[src/rtl/regfile_write_arbiter.sv]
// Two-requester arbiter for the register file write port: A (CPU writeback) has
// priority, B (debug/loader) is guaranteed a slot after MAX_BURST contested A wins.
module regfile_write_arbiter #(
   parameter int DATA_W    = 24,
   parameter int ADDR_W    = 4,
   parameter int MAX_BURST = 4,
   parameter int DROP_R0   = 1
) (
   input  logic              Clock,
   input  logic              Reset,
   input  logic              AValid,
   input  logic [ADDR_W-1:0] ARD,
   input  logic [DATA_W-1:0] AData,
   output logic              AReady,
   input  logic              BValid,
   input  logic [ADDR_W-1:0] BRD,
   input  logic [DATA_W-1:0] BData,
   output logic              BReady,
   output logic [ADDR_W-1:0] RD,
   output logic [DATA_W-1:0] WriteData,
   output logic              Regwrite,
   output logic              BForced
);

   localparam int CNT_W = $clog2(MAX_BURST + 1);
   localparam logic [CNT_W-1:0] MAX_CNT = CNT_W'(MAX_BURST);

   // Handshake: a transfer happens in a cycle where Valid & Ready are both 1.
   // Ready is a pure function of both valids, the burst count and Reset; it
   // never looks at ready. Requesters hold valid/index/data until accepted.
   logic [CNT_W-1:0]  count_q, count_d;
   logic              grant_a, grant_b, forced_b, xfer;
   logic [ADDR_W-1:0] sel_rd;
   logic [DATA_W-1:0] sel_data;
   logic              regwrite_q, bforced_q;
   logic [ADDR_W-1:0] rd_q;
   logic [DATA_W-1:0] data_q;

   always_comb begin
      grant_a  = 1'b0;
      grant_b  = 1'b0;
      forced_b = 1'b0;
      count_d  = '0;
      if (!Reset) begin
         if (AValid && BValid) begin
            if (count_q == MAX_CNT) begin
               grant_b  = 1'b1;
               forced_b = 1'b1;
            end else begin
               grant_a = 1'b1;
               count_d = count_q + 1'b1;
            end
         end else if (AValid) begin
            grant_a = 1'b1;
         end else if (BValid) begin
            grant_b = 1'b1;
         end
      end
   end

   assign xfer     = grant_a | grant_b;
   assign sel_rd   = grant_a ? ARD : BRD;
   assign sel_data = grant_a ? AData : BData;
   assign AReady   = grant_a;
   assign BReady   = grant_b;

   always_ff @(posedge Clock) begin
      if (Reset) begin
         count_q    <= '0;
         regwrite_q <= 1'b0;
         rd_q       <= '0;
         data_q     <= '0;
         bforced_q  <= 1'b0;
      end else begin
         count_q    <= count_d;
         // Writes to register 0 still complete the handshake but are suppressed.
         regwrite_q <= xfer && !((DROP_R0 != 0) && (sel_rd == '0));
         bforced_q  <= forced_b;
         if (xfer) begin
            rd_q   <= sel_rd;
            data_q <= sel_data;
         end
      end
   end

   // Reset during the write cycle cancels the already-registered write.
   assign Regwrite  = regwrite_q & ~Reset;
   assign RD        = rd_q;
   assign WriteData = data_q;
   assign BForced   = bforced_q;

endmodule
[config.mk]
export PLATFORM = sky130hd
export DESIGN_NAME = regfile_write_arbiter
export DESIGN_NICKNAME = d
export VERILOG_FILES = /design/src/rtl/regfile_write_arbiter.sv
export SDC_FILE = /design/constraint.sdc
export NUM_CORES = 1
export LEC_CHECK = 0
export CAP_MARGIN = 20
export CORE_ASPECT_RATIO = 0.7
export CORE_MARGIN = 2
export CORE_UTILIZATION = 38
export DETAILED_ROUTE_END_ITERATION = 7
export MAX_ROUTING_LAYER = met4
export PLACE_DENSITY = 0.8
export SYNTH_ARGS = -nofsm -noshare
export SYNTH_HDL_FRONTEND = slang
export SYNTH_SLANG_ARGS = --single-unit
export TNS_END_PERCENT = 100
[constraint.sdc]
create_clock -name Clock -period 1.7 [get_ports Clock]
set_clock_uncertainty 0.1 [all_clocks]
set_input_delay 0.51 -clock Clock [delete_from_list [all_inputs] [get_ports Clock]]
set_output_delay 0.51 -clock Clock [all_outputs]
set_load 0.1 [all_outputs]
Yosys cells after proc, flatten, opt, wreduce, memory -nomap -nowiden
Cells that the tools add are included.
{"block": "op_classes", "shift": 0, "n_mul": 0, "div": 0, "n_bitwise": 4, "n_lt_le_gt_ge": 0, "reduce_logical": 6, "addsub": 1, "n_eq_ne": 1, "muxes": 11}
{"operator": "$mux W24", "n": 1}
{"operator": "$mux W1", "n": 9}
{"operator": "$logic_not A4 Y1", "n": 1}
{"operator": "$mux W4", "n": 1}
{"operator": "$add A3 B1 Y3 const B", "n": 1}
{"operator": "$eq A3 B3 Y1 const B", "n": 1}
{"operator": "$reduce_or A3 Y1", "n": 1}
{"operator": "$logic_and A1 B1 Y1", "n": 2}
{"operator": "$not A1 Y1", "n": 2}
{"operator": "$reduce_or A2 Y1", "n": 1}
{"operator": "$and A1 B1 Y1", "n": 1}
{"operator": "$logic_not A1 Y1", "n": 1}
{"operator": "$or A1 B1 Y1", "n": 1}
{"block": "totals", "regBits": 33, "ram_bits": 0, "output_inout_bits": 32, "in_bits": 60, "memories": 0, "elab_cells": 28, "latch_bits": 0, "romBits": 0}

Logic depth before layout (Yosys ltp)
{"block": "depth", "depth_word": 8, "ltp_mapped": 7, "depth_no_buf": 5}

Worst setup path before layout
Ideal clock, no wire load.
{"block": "synth_timing", "path_type": "input-to-output", "start": "input Reset", "end": "output AReady", "arrival_time_ns": 2.258, "slack_ns": -1.168, "path_buffers": 2, "stages": 4, "t_required_ns": 1.090, "path_cell_list": "nand2b_1 buf_2 buf_4 nor2_1"}
{"block": "synth_via", "elab_chain_len": 1}
{"item": "start, declared", "line_no": "10", "rtl": "input logic Reset,"}
{"item": "$mux W1", "line_no": "44", "rtl": "if (!Reset) begin"}
{"item": "end, declared", "line_no": "14", "rtl": "output logic AReady,"}
Every way passes these cells.

Worst setup path after layout
{"block": "layout_timing", "start": "register count_q[0]", "end": "output AReady"}
{"block": "layout_via", "elab_chain_len": 4}
{"item": "start, declared", "line_no": "31", "rtl": "logic [CNT_W-1:0] count_q, count_d;"}
{"item": "start signal, assigned", "line_no": "75", "rtl": "count_q <= count_d;"}
{"item": "$eq A3 B3 Y1", "line_no": "46", "rtl": "if (count_q == MAX_CNT) begin"}
{"item": "$mux W1", "line_no": "46"}
{"item": "$mux W1", "line_no": "45", "rtl": "if (AValid && BValid) begin"}
{"item": "$mux W1", "line_no": "44"}
Every way passes these cells.

==> results.sh <==
export IMPL_rr_endpoint="RD[3]$_SDFFE_PP0P_"
export IMPL_synth_area_per_cell_um2=8.452
export IMPL_maxCapViolations=0
export IMPL_vias=1918
export IMPL_power_frac_comb_pct=41.4
export IMPL_r2r_start="count_q[0]$_SDFF_PP0_"
export IMPL_grt_max_degree=29
export IMPL_synthCells=192
export IMPL_setup_viol=2
export IMPL_start_util_pct=40.39
export IMPL_wl_um=5592
export IMPL_ys_ff_latch=33
export IMPL_power_density_nw_per_um2=797.5
export IMPL_drv_slew=0
export IMPL_wl_per_cell_um=16.40
export IMPL_portBuffers=91
export IMPL_p_sw_w=0.0009540
export IMPL_seqPwrFrac_pct=35.3
export IMPL_yosys_warnings=0
export IMPL_hold_buffers=0
export IMPL_ant_nets=0
export IMPL_hold_path_end="count_q[0]$_SDFF_PP0_"
export IMPL_ios=92
export IMPL_crit_chain="inv_2, ha_4, and3_4, nor2_4, buf_12"
export IMPL_cts_root_buf="clkbuf_8"
export IMPL_nets=350
export IMPL_reg2regPathDepth=6
export IMPL_clockPowerShare_pct=23.2
export IMPL_die_area_um2=4818
export IMPL_syn_cell_area_um2=1623
export IMPL_seq_area_frac_synth_pct=40.71
export IMPL_period_share_pct=110.6
export IMPL_outcome="complete, but fails checks"
export IMPL_avgViaCountPerCell=5.625
export IMPL_hold_class="flop to flop"
export IMPL_cts_sinks=33
export IMPL_rows=19
export IMPL_fin_tns_setup_ns=-0.3378
export IMPL_slowest_delay_ns=0.33
export IMPL_final_core_util_pct=78.26
export IMPL_critPathKind="flop to output pin"
export IMPL_cts_tree="done"
export IMPL_slew_headroom_pct=79.38
export IMPL_period_needed_ns=1.880
export IMPL_cts_htree_levels=2
export IMPL_core_area_um2=4018
export IMPL_tightest_slew_ns=0.3092
export IMPL_grt_pass1_wl_um=8873
export IMPL_dp_slack_ns=-0.5138
export IMPL_clock_path_buffers=2
export IMPL_critPathCaptureType="output pin"
export IMPL_violations="setup timing"
export IMPL_dpl_hpwl_um=4046
export IMPL_synth_nets=254
export IMPL_crit_fanout=3
export IMPL_gp_congestion=0.7820
export IMPL_min_from="count_q[0]$_SDFF_PP0_"
export IMPL_die_y_um=58.68
export IMPL_antenna_diode_count=0
export IMPL_die_w_um=82.11
export IMPL_rsz0062_at_grt="yes"
export IMPL_slowest_stage="dfxtp_2"
export IMPL_syn_to_final_growth_pct=93.76
export IMPL_cts_clk_slew_worst_paths_ns=0.07
export IMPL_gr_total_overflow=0
export IMPL_crit_required_ns=1.09
export IMPL_ir_worst_vdd_v=0.0005903
export IMPL_clock_latency_ns=0.28
export IMPL_worstPathArrival_ns=1.27
export IMPL_grt_util_all_layers_pct=24.74
export IMPL_numCtsBuffers=5
export IMPL_drc=0
export IMPL_clock_fmax_mhz=531.9
export IMPL_p_leak_nw=1.180
export IMPL_min_path_cells=2
export IMPL_ys_types=27
export IMPL_drive_gt1_share_pct=29.41
export IMPL_fin_cells=341
export IMPL_drtIter0Drc=95
export IMPL_dp_cells=330
export IMPL_regToRegSetupSlack_ns=0.10
export IMPL_drt_pass1_iterations=4
export IMPL_p_sw_share_pct=38.05
export IMPL_fin_ws_ns=-0.1800
export IMPL_antenna_found_initial=0
export IMPL_p_int_w=0.001553
export IMPL_nFillCells=268
export IMPL_finalPower_w=0.002507
export IMPL_finalHoldViolCount=0
export IMPL_grt_pass1_vias=1781
export IMPL_start_kind="flop"
## repair_timing
| item | in CTS | in global routing |
|---|---|---|
| buffers inserted | 3 | 0 |
| resized for setup | 15 | 2 |
| endpoints found under the setup margin | 33 | 4 |
| pin swaps | 2 | 0 |
## through the flow
stage	instance area, µm²	hold slack, ns
after floorplan	1718	0.3112
after global placement	3032	0.3182
after detailed placement	3032	0.3315
after CTS	3142	0.4177
after global routing	3144	0.4431
final	3144	0.4153
## state kept, by name (all words and copies together) (netlist names)
name,count
BForced,1
regwrite_q,1
RD,4
WriteData,24
count_q,3
## logic make-up after synthesis
family,after synthesis,synth area share [%]
buffers and inverters,23,7.324
AND/OR/NAND/NOR,48,13.49
AO/OA/AOI/OAI,86,36.93
adder cells (fa/ha/maj),2,1.542
flip-flops,33,40.71
## layout by cell type (no fill, tap or decap), types with 2 or more instances in the layout
master | netlist | routed
buf_12 | 0 | 36
clkinv_2 | 0 | 2
a311oi_1 | 4 | 4
nand3_1 | 5 | 5
a211oi_1 | 15 | 15
nor3b_1 | 2 | 2
clkbuf_8 | 0 | 5
a211oi_2 | 10 | 10
o21ai_0 | 4 | 4
inv_2 | 0 | 2
nor2_1 | 31 | 30
nand2b_4 | 0 | 2
clkdlybuf4s50_1 | 0 | 56
buf_4 | 3 | 14
dfxtp_1 | 33 | 31
a21oi_1 | 3 | 2
dfxtp_2 | 0 | 2
o21ai_1 | 24 | 24
a31oi_1 | 24 | 24
## synth_stat cells, drive strengths merged
| master | instances | area (µm²) |
|---|---|---|
| a311oi | 4 | 35.03 |
| dfxtp | 33 | 660.6 |
| or4 | 1 | 7.510 |
| o21ai | 28 | 140.1 |
| and4 | 1 | 8.760 |
| o21ba | 1 | 10.01 |
| nand2b | 2 | 12.51 |
| a31oi | 24 | 150.1 |
| nor3b | 2 | 15.01 |
| buf | 15 | 88.83 |
| inv | 3 | 11.26 |
| clkbuf | 5 | 18.77 |
| nor2b | 1 | 6.260 |
| and2b | 1 | 7.510 |
| a21oi | 3 | 15.01 |
| nor2 | 31 | 116.4 |
| nand2 | 2 | 7.510 |
| o21bai | 1 | 11.26 |
| and3 | 1 | 6.260 |
| nand3 | 5 | 25.02 |
| ha | 2 | 25.02 |
| nor4 | 1 | 6.260 |
| a211oi | 25 | 237.7 |
## cell type report
cell class / instances / area, µm² / area share (%)
Clock buffer: 5 / 68.82 / 2.189
Tap cell: 52 / 65.06 / 2.069
Clock inverter: 3 / 17.52 / 0.5571
Inverter: 3 / 11.26 / 0.3581
Multi-Input combinational cell: 136 / 904.6 / 28.77
Timing Repair Buffer: 109 / 1414 / 44.97
Sequential cell: 33 / 663.1 / 21.09
## worst max-delay path, delay by kind of cell (launching register included)
family	cells	cell delay, ns
fa+ha+maj	1	0.16
buf+inv	2	0.22
flops	1	0.33
simple gates	2	0.27
## power by group through the flow
stage	clock network [W]	logic (W)	registers, W
after global placement	0	0.00102	0.000902
after global routing	0.000624	0.00108	0.000892
after floorplan	0	0.000224	0.00125
final	0.000582	0.00104	0.000886
after detailed placement	0	0.00104	0.000904
after CTS	0.000601	0.00104	0.000887
## metal layers
metal	part of all wire (%)	track usage (%)
met3	8.2	4.755
met4	1.1	6.429
met1	44	34.29
met5	0	-
met2	46	37.17
## how the worst max path moves through the flow
stage | start | to | slack [ns] | cells past startpoint
2_1_floorplan | Reset | AReady | -0.28 | 4
3_3_place_gp | BValid | AReady | -0.48 | 4
3_5_place_dp | BValid | RD[3]$_SDFFE_PP0P_ | -0.51 | 5
4_1_cts | count_q[0]$_SDFF_PP0_ | AReady | -0.19 | 5
5_1_grt | count_q[0]$_SDFF_PP0_ | AReady | -0.25 | 5
6_report | count_q[0]$_SDFF_PP0_ | AReady | -0.18 | 5
(Power assumes the default switching activity.)
